`src/rtl/fsm_counter_run.sv`:
```
// fsm_counter_run: run/done controller that runs a latched job length K, then pulses done
//
// Ports:
//   clk        in   1          single clock, all logic on posedge
//   reset_n    in   1          synchronous active-low reset
//   i_run      in   1          start pulse, accepted only while idle
//   i_num_cnt  in   CNT_WIDTH  job length K, latched together with i_run
//   i_abort    in   1          ends a running job without a done pulse
//   o_idle     out  1          state is S_IDLE
//   o_valid    out  1          state is S_RUN
//   o_cnt      out  CNT_WIDTH  index of the current run cycle, 0..K-1
//   o_done     out  1          one-cycle pulse after the last run cycle
//   o_err      out  1          one-cycle pulse: i_run arrived while busy
module fsm_counter_run #(
  parameter int CNT_WIDTH = 8
) (
  input  logic                 clk,
  input  logic                 reset_n,
  input  logic                 i_run,
  input  logic [CNT_WIDTH-1:0] i_num_cnt,
  input  logic                 i_abort,
  output logic                 o_idle,
  output logic                 o_valid,
  output logic [CNT_WIDTH-1:0] o_cnt,
  output logic                 o_done,
  output logic                 o_err
);
  typedef enum logic [1:0] {
    S_IDLE = 2'd0,
    S_RUN  = 2'd1,
    S_DONE = 2'd2
  } state_e;
  state_e               state_q, state_d;
  logic [CNT_WIDTH-1:0] cnt_q, cnt_d;
  logic [CNT_WIDTH-1:0] num_q, num_d;
  logic                 err_q, err_d;
  always_ff @(posedge clk) begin
    if (!reset_n) begin
      state_q <= S_IDLE;
      cnt_q   <= '0;
      num_q   <= '0;
      err_q   <= 1'b0;
    end else begin
      state_q <= state_d;
      cnt_q   <= cnt_d;
      num_q   <= num_d;
      err_q   <= err_d;
    end
  end
  always_comb begin
    state_d = S_IDLE;
    cnt_d   = '0;
    num_d   = num_q;
    err_d   = i_run && (state_q != S_IDLE);
    case (state_q)
      S_IDLE: begin
        if (i_run) begin
          num_d   = i_num_cnt;
          state_d = (i_num_cnt != '0) ? S_RUN : S_DONE;
        end
      end
      S_RUN: begin
        // abort takes priority, even on the final run cycle
        if (!i_abort && cnt_q != num_q - 1'b1) begin
          state_d = S_RUN;
          cnt_d   = cnt_q + 1'b1;
        end else begin
          state_d = i_abort ? S_IDLE : S_DONE;
        end
      end
      default: state_d = S_IDLE;
    endcase
  end
  assign o_idle  = state_q == S_IDLE;
  assign o_valid = state_q == S_RUN;
  assign o_done  = state_q == S_DONE;
  assign o_cnt   = cnt_q;
  assign o_err   = err_q;
endmodule

```
`config.mk`:
```
export PLATFORM = sky130hd
export DESIGN_NAME = fsm_counter_run
export DESIGN_NICKNAME = d
export VERILOG_FILES = /design/src/rtl/fsm_counter_run.sv
export SDC_FILE = /design/constraint.sdc
export NUM_CORES = 1
export LEC_CHECK = 0
export CAP_MARGIN = 20
export CORE_MARGIN = 5
export CORE_UTILIZATION = 25
export CTS_CLUSTER_SIZE = 16
export DETAILED_ROUTE_END_ITERATION = 10
export MAX_ROUTING_LAYER = met4
export PLACE_DENSITY = 0.51
export RECOVER_POWER = 50
export SYNTH_ARGS = -nofsm -noshare
export SYNTH_HDL_FRONTEND = slang
export SYNTH_SLANG_ARGS = --single-unit
```
`constraint.sdc`:
```
create_clock -name clk -period 2.4 [get_ports clk]
set_input_delay 0.48 -clock clk [delete_from_list [all_inputs] [get_ports clk]]
set_output_delay 0.48 -clock clk [all_outputs]
set_load 0.02 [all_outputs]
```
==> out/summary.md, run 1 <==
Ranked by total cell area, the synthesized netlist is headed by dfxtp_1 35%, nand2_1 7.3%, xnor2_1 7.3%. The tools report the net count of the finished layout as 170. In this run the critical register-to-register path is launched from num_q[0]. The die covers 5750 um^2. In this run, synthesis inferred 0 flip-flops with an integrated enable. Once layout is complete, the cells apart from fillers number 207. The run finished with clean final reports. The critical path starts at num_q[0]. The number of antenna diodes in the final layout is 0. The layout has 449 filler cells.

The worst register-to-register path has a depth of 7. In the synthesized netlist the async set-or-reset flop fraction comes to 0%. TritonCTS built the clock tree.

The highest net fanout along the worst path works out to 9. In the final routed layout, each cell accounts on average for 12.2 um. For the met2 demand-to-capacity share in global routing, the log shows 16.5%. The total count of hold-check failures in the final report was 0; the proportion of synthesized chip area in sequential cells was 35.1%.

The region available for standard cell placement spans 4260 um^2. For this configuration, the core starts out at a cell density of 25.4%. The final worst slack is 0.320 ns, and the fraction of final layout cells sized beyond drive strength 1 is 5.81%.

Counting every net in the synthesized netlist gives 144. The total overflow left after global routing is 0. The detailed-route DRC error count was 0. The max-cap check violation count came out at 0. The number of buffers between clock root and the deepest sink is 2. The number of antenna violations at the first check in global routing was 0. Static timing analysis puts the maximum clock frequency at 481 MHz. The time the final worst path needs with I/O delays and setup is 2.08 ns, and the share of the core filled with cells in the final layout is 33.2%. The count of cell types in the netlist came out at 35. Startpoint kind of the worst setup timing path: a flop. On the final layout, the worst hold slack is 0.491 ns.

Entering global routing, the biggest net connects 11 pins. In this run the power density over the cells is 491 nW/um^2. The insertion delay to the later sink of the worst-skew pair was 0.25 ns; the leakage dissipation was 0.526 nW. The global routing usage summed across all routing layers came out at 10.0%. Classification of the worst setup path: flop to flop. The arrival time at the worst endpoint was 2.21 ns; the fraction of post-synthesis cell area in the top cell type by area was 35.1%. The library cell with the largest summed area after synthesis was dfxtp_1. For this run, global-route usage on met1 was measured as 11.7%.

The via density per instance is 4.73. In this run the tool buffered the top-level ports with 23 buffer cells. The tightest slew margin relative to the limit was 71.6%; the number of global-route vias before repair was 971. For the routed via count, the log shows 979.

The logs give 19 for the number of sinks on the clock net and 0 for the number of pins with negative max-slew slack in the final report. The worst hold path belongs to the class flop to flop. Setup violations remaining at the end of the flow were counted as 0. In this run the most critical hold path is launched from num_q[7]. The post-detailed-placement cell area came out at 1370 um^2.

The total detailed-routing wirelength came out at 2.53 mm. During synthesis, Yosys emitted a total of 0 warnings. For the post-cts hold buffer count, the log shows 0.

The total power was 694 uW. Following the worst setup path forward leads to its endpoint at o_cnt[6]. Row generation in the floorplan step produced 24 rows. The data required time of the critical path was 2.53 ns.

For the pin with the worst max-slew slack, the measured transition is 0.426 ns. Synthesis handed over a netlist of 130 instances. Largest vdd supply drop: 0.000249 V. Detailed placement ended at an HPWL of 2.01 mm.

In this run the most used layer during global routing was met2. The setup check on the worst reg-to-reg path leaves a slack of 0.32 ns. Compared with the post-synthesis result, the final layout area differs by 30.6%. Clock-pin slew was measured on the worst setup and hold paths at 0.07 ns. In the global route stage, met3 resource usage came out at 1.98%.

The logs give 0 for the buffers inserted during post-CTS setup optimization and 0.775 for the placer congestion estimate. Setup repair after global routing left no endpoint under its margin. The I/O pin total was 24.

Number of H-tree levels: 1. The number of clock buffers added by TritonCTS is 3. In this run, the number of DRC markers left after iteration 0 of detailed routing was 14. The count of cells resized by post-cts repair is 0.

The capturing point of the worst reg2reg path is o_cnt[6]. Summed over all failing endpoints, the final setup total negative slack is 0 ns. The per-instance average area after synthesis is 8.33 um^2, and the final setup skew is 0.00341 ns. The horizontal die dimension is 75.8 um, and the portion of the clock cycle consumed by the worst path in the final layout is 86.7%. The synthesized netlist occupies a cell area of 1080 um^2. At the placement stage, the worst setup path has a slack of 0.326 ns. The detailed-router iteration count before antenna repair is 4. Among all flip-flop cells after synthesis, the most frequent one is dfxtp_1. After routing the design area is 1420 um^2. The worst setup path is captured at a flop. The run gives 203 as the total placed cells including tap cells. In this run the remaining antenna-violating nets after routing total 0.

The die is 75.8 um tall. Clock tree synthesis selected as its root buffer the cell clkbuf_8. For the global-route wire length before repair, the log shows 4.29 mm. Counting flops and latches in the post-synthesis netlist gives 19.
[synth_stat cells, types with 2 or more instances]
| cell | number |
|---|---|
| a21oi_1 | 10 |
| a21boi_1 | 8 |
| ha_1 | 2 |
| dfxtp_1 | 19 |
| clkbuf_1 | 2 |
| inv_1 | 3 |
| nor3_1 | 4 |
| nand2_1 | 21 |
| xnor2_1 | 9 |
| nor2b_1 | 4 |
| nor2_1 | 9 |
| a211oi_1 | 2 |
| or4_1 | 2 |
| and3_1 | 4 |
| xor2_1 | 6 |
| nand3_1 | 6 |
[final cells by class]
cell class	count	area, um^2	share of cell area [%]
multi-input combinational	104	672	47.5
sequential	19	380	26.9
timing repair buffer	25	241	17.1
tap	52	65.1	4.60
clock buffer	4	45.0	3.18
inverter	3	11.3	0.796
[worst min-delay path by stage]
stage / to / depth (start not counted)
4_1_cts: num_q[7] / 2
5_1_grt: num_q[7] / 2
3_5_place_dp: num_q[7] / 2
2_1_floorplan: num_q[7] / 2
6_report: num_q[7] / 2
3_3_place_gp: num_q[7] / 2
[cells in the final DEF, fill, tap and decap left out, drive strengths merged, types with 5 or more instances in the layout]
cell           Yosys  routed
clkdlybuf4s50      0      16
nand2             21      21
dfxtp             19      19
xnor2              9       9
xor2               6       6
clkbuf             3       5
dlygate4sd3        0       7
a21oi             11      11
nand3              6       6
nor2               9       9
a21boi             9       9
[flip-flops by register name, summed over array words and instances, names as in the netlist]
signal	flops
state_q	2
num_q	8
o_cnt	8
o_err	1
[power breakdown]
part | internal (mW) | switching, mW | leakage, nW
sequential | 0.326 | 0.0160 | 0.155
clock | 0.118 | 0.106 | 0.0228
combinational | 0.0650 | 0.0631 | 0.349
[cells by family after synthesis]
kind of cell | after synthesis | synth area share, %
xor+xnor | 15 | 12.1
flops | 19 | 35.1
compound gates | 31 | 20.0
simple gates | 56 | 27.6
buf+inv | 7 | 2.89
fa+ha+maj | 2 | 2.31
[layer usage]
metal,wire length (um),share of wire [%]
met1,1110,44
met2,1300,52
met3,55,2.2
met4,57,2.3
met5,0,0
[worst max-delay path, cell delays in order (launching register included)]
cell	delay [ns]
dfxtp_1	0.43
inv_1	0.07
ha_1	0.32
o21bai_1	0.21
a211oi_1	0.37
nor3b_2	0.10
a21oi_2	0.34
a21oi_1	0.12
(Power assumes the default switching activity.)
==> run 2, diff against run 1 <==
CAP_MARGIN = default   (was 20)
==> results of run 2 <==
Final layout, timing and power as in run 1 (identical DEF).
==> run 3, diff against run 2 <==
CORE_ASPECT_RATIO = 0.8   (was default)
==> run 3 against run 2 <==
  * Global-route usage is essentially flat
  * Via count shrank 0.92%
  * Critical path depth is the same
==> out/summary.md, run 3 (synthesis results as in run 1) <==
The instance count along the most critical hold path was 2 (unchanged). The flow ran to the end, and the final reports show no timing, DRC or antenna violations. Setup repair after global routing left no endpoint under its margin. The count of endpoints failing setup in the final report came out at 0 (unchanged).

Startpoint kind of the worst setup timing path: a flop. The post-CTS clock slew at the launch and capture registers of the worst setup and hold paths was 0.08 ns (about the same). The capturing point of the worst reg2reg path is o_cnt[0]. The I/O pin total is 24 (unchanged), and the max-cap check violation count is 0 (unchanged). Number of buffers added by the clock tree synthesis step: 3 (unchanged).

The logs give 34.1% (+0.93 points) for the share of the core filled with cells in the final layout and 380 um^2 (unchanged) for the sequential standard cell area. The run gives 946 (-2.6%) as the number of global-route vias before repair. The highest net fanout along the worst path works out to 9 (unchanged). The via density per instance works out to 4.58 (-3.3%). The logs give 0.000164 V (-34%) for the largest vdd supply drop and 0 (unchanged) for the total count of hold-check failures in the final report. For the number of sinks on the clock net, the log shows 19 (unchanged). Detailed-route wire length per cell: 12.0 um (-1.9%). The run gives 2.53 ns (about the same) as the data required time of the critical path. The run gives 2.54 mm (+0.47%) as the total detailed-routing wirelength.

The initial standard-cell utilization of the core was 25.9% (+0.53 points); the remaining number of nets flagged by the antenna check after routing was 0 (unchanged). The run gives 672 um^2 (unchanged) as the multi-input combinational cell area. TritonCTS built the clock tree. For the global-route wire length before repair, the log shows 4.54 mm (+5.8%). The detailed-router iteration count before antenna repair is 4 (unchanged), and the area growth from synthesis to layout is 31.5%. The placeable core region came out at 4180 um^2 (-2.0%). The count of routing violations after the opening detailed-route iteration came out at 58 (+44). The run gives 2.03 mm (+0.72%) as the half-perimeter wire length after detailed placement. The die height works out to 68.9 um (-9.2%). The tools report the critical path endpoint category as a flop. The reg2reg setup slack was 0.32 ns (about the same); the total power density per cell area was 493 nW/um^2 (+0.47%). The routed via count was 970 (-0.92%). The post-cts hold buffer count was 0 (unchanged). The buffers inserted during post-CTS setup optimization came out at 0 (unchanged).

The min-delay analysis places its worst path in the category flop to flop. The accumulated negative setup slack is 0 ns (unchanged), and the slew at the pin with the worst max-slew slack is 0.408 ns (-0.0177 ns). The library cell used most frequently in the layout, excluding fill and tap cells, is nand2_1. The worst hold path endpoint is num_q[7]. Global routing usage summed across all routing layers: 10.0% (about the same). The net count of the finished layout was 170 (unchanged). The tools report the die outline area as 5760 um^2 (+0.14%). For the tightest slew margin relative to the limit, the log shows 72.7% (+1.1 points). The count of cells resized by post-cts repair is 0 (unchanged).

Leakage dissipation: 0.525 nW (-0.20%). Total global routing overflow: 0 (unchanged). Placer congestion estimate: 0.837 (+8.0%). The fraction of final layout cells sized beyond drive strength 1 works out to 6.45% (+0.65 points). The pin count of the biggest net entering global routing was 13 (+2); the final setup skew was 0.00562 ns (+0.00221 ns). Insertion delay to the later sink of the worst-skew pair: 0.26 ns (about the same).

The portion of the clock cycle consumed by the worst path in the final layout was 86.8% (+0.12 points); the number of buffers between clock root and the deepest sink was 2 (unchanged). The peak clock frequency supported by timing was 480 MHz (-0.14%); the number of H-tree levels was 1 (unchanged). The number of cells on the worst reg-to-reg path came out at 7 (unchanged). The classification of the worst setup path is flop to flop. The tools report the detailed-route DRC error count as 0 (unchanged). The top cell types in the final layout, fill and taps aside, are 21 x nand2_1, 19 x dfxtp_1, 16 x clkdlybuf4s50_1.

The number of core rows was 21 (-13%). The time the final worst path needs with I/O delays and setup is 2.08 ns (+0.00282 ns). Number of port buffers: 23 (unchanged).

The number of pins with negative max-slew slack in the final report was 0 (unchanged). The startpoint of the worst hold path is num_q[7]. The clock tree root driver cell is clkbuf_8.

The number of antenna violations at the first check in global routing came out at 0 (unchanged). The arrival time at the worst endpoint is 2.21 ns (about the same), and the number of antenna diodes is 0 (unchanged). For the layout filler cell count, the log shows 435 (-3.1%). The tools report the reg-to-reg startpoint as num_q[0]. The horizontal die dimension works out to 83.6 um (+10%).
## run 3: cell count changes in the layout (fill, tap and decap cells not counted)
| cell | delta |
|---|---|
| clkbuf_1 | -1 |
| clkinvlp_4 | +1 |
## run 3: per-layer routing
metal | up-vias | routed length [um] | GRT usage [%] | share of wire, %
met5 | - | 0 | - | 0
met4 | 0 | 36 | 3.01 | 1.4
met3 | 2 | 80 | 2.61 | 3.2
met2 | 14 | 1150 | 16.2 | 45
met1 | 449 | 1270 | 12.6 | 50
li1 | 505 | - | - | -
## run 3: final cells by class
cell class / count / area share [%]
Timing Repair Buffer: 25 / 16.9
Sequential cell: 19 / 26.7
Inverter: 3 / 0.790
Tap cell: 57 / 5.00
Multi-Input combinational cell: 104 / 47.1
Clock buffer: 3 / 2.90
Clock inverter: 1 / 0.527
## run 3: report_power, final
| group | total (mW) | internal (mW) | switching, mW |
|---|---|---|---|
| sequential | 0.343 | 0.326 | 0.0166 |
| combinational | 0.128 | 0.0649 | 0.0632 |
| clock | 0.231 | 0.117 | 0.114 |
## run 3: how the worst max path moves through the flow
| stage | cells after the start | slack, ns | startpoint | end |
|---|---|---|---|---|
| final | 7 | 0.32 | num_q[0] | o_cnt[0] |
| after floorplan | 8 | 0.59 | num_q[0] | o_cnt[0] |
| after CTS | 7 | 0.33 | num_q[0] | o_cnt[4] |
| after detailed placement | 6 | 0.33 | i_num_cnt[4] | state_q[0] |
| after global routing | 7 | 0.09 | num_q[0] | o_cnt[0] |
| after global placement | 6 | 0.35 | i_num_cnt[4] | state_q[0] |
## run 3: through the flow
stage / hold WS, ns / setup slack (ns) / total power, mW / std cells / cell area (um^2)
after floorplan: 0.447 / 0.585 / 0.435 / 130 / 1080
after global placement: 0.477 / 0.354 / 0.480 / 208 / 1380
after detailed placement: 0.474 / 0.333 / 0.481 / 208 / 1380
after CTS: 0.488 / 0.325 / 0.722 / 212 / 1430
after global routing: 0.546 / 0.0882 / 0.748 / 212 / 1430
final: 0.504 / 0.317 / 0.702 / 212 / 1430
## run 3: worst max-delay path, stage by stage (launching register included)
cell      delay, ns
dfxtp_1        0.44
inv_1          0.07
ha_1           0.31
o21ba_1        0.22
a221oi_1       0.29
a41oi_1        0.13
o21ai_2        0.38
a21oi_1        0.11
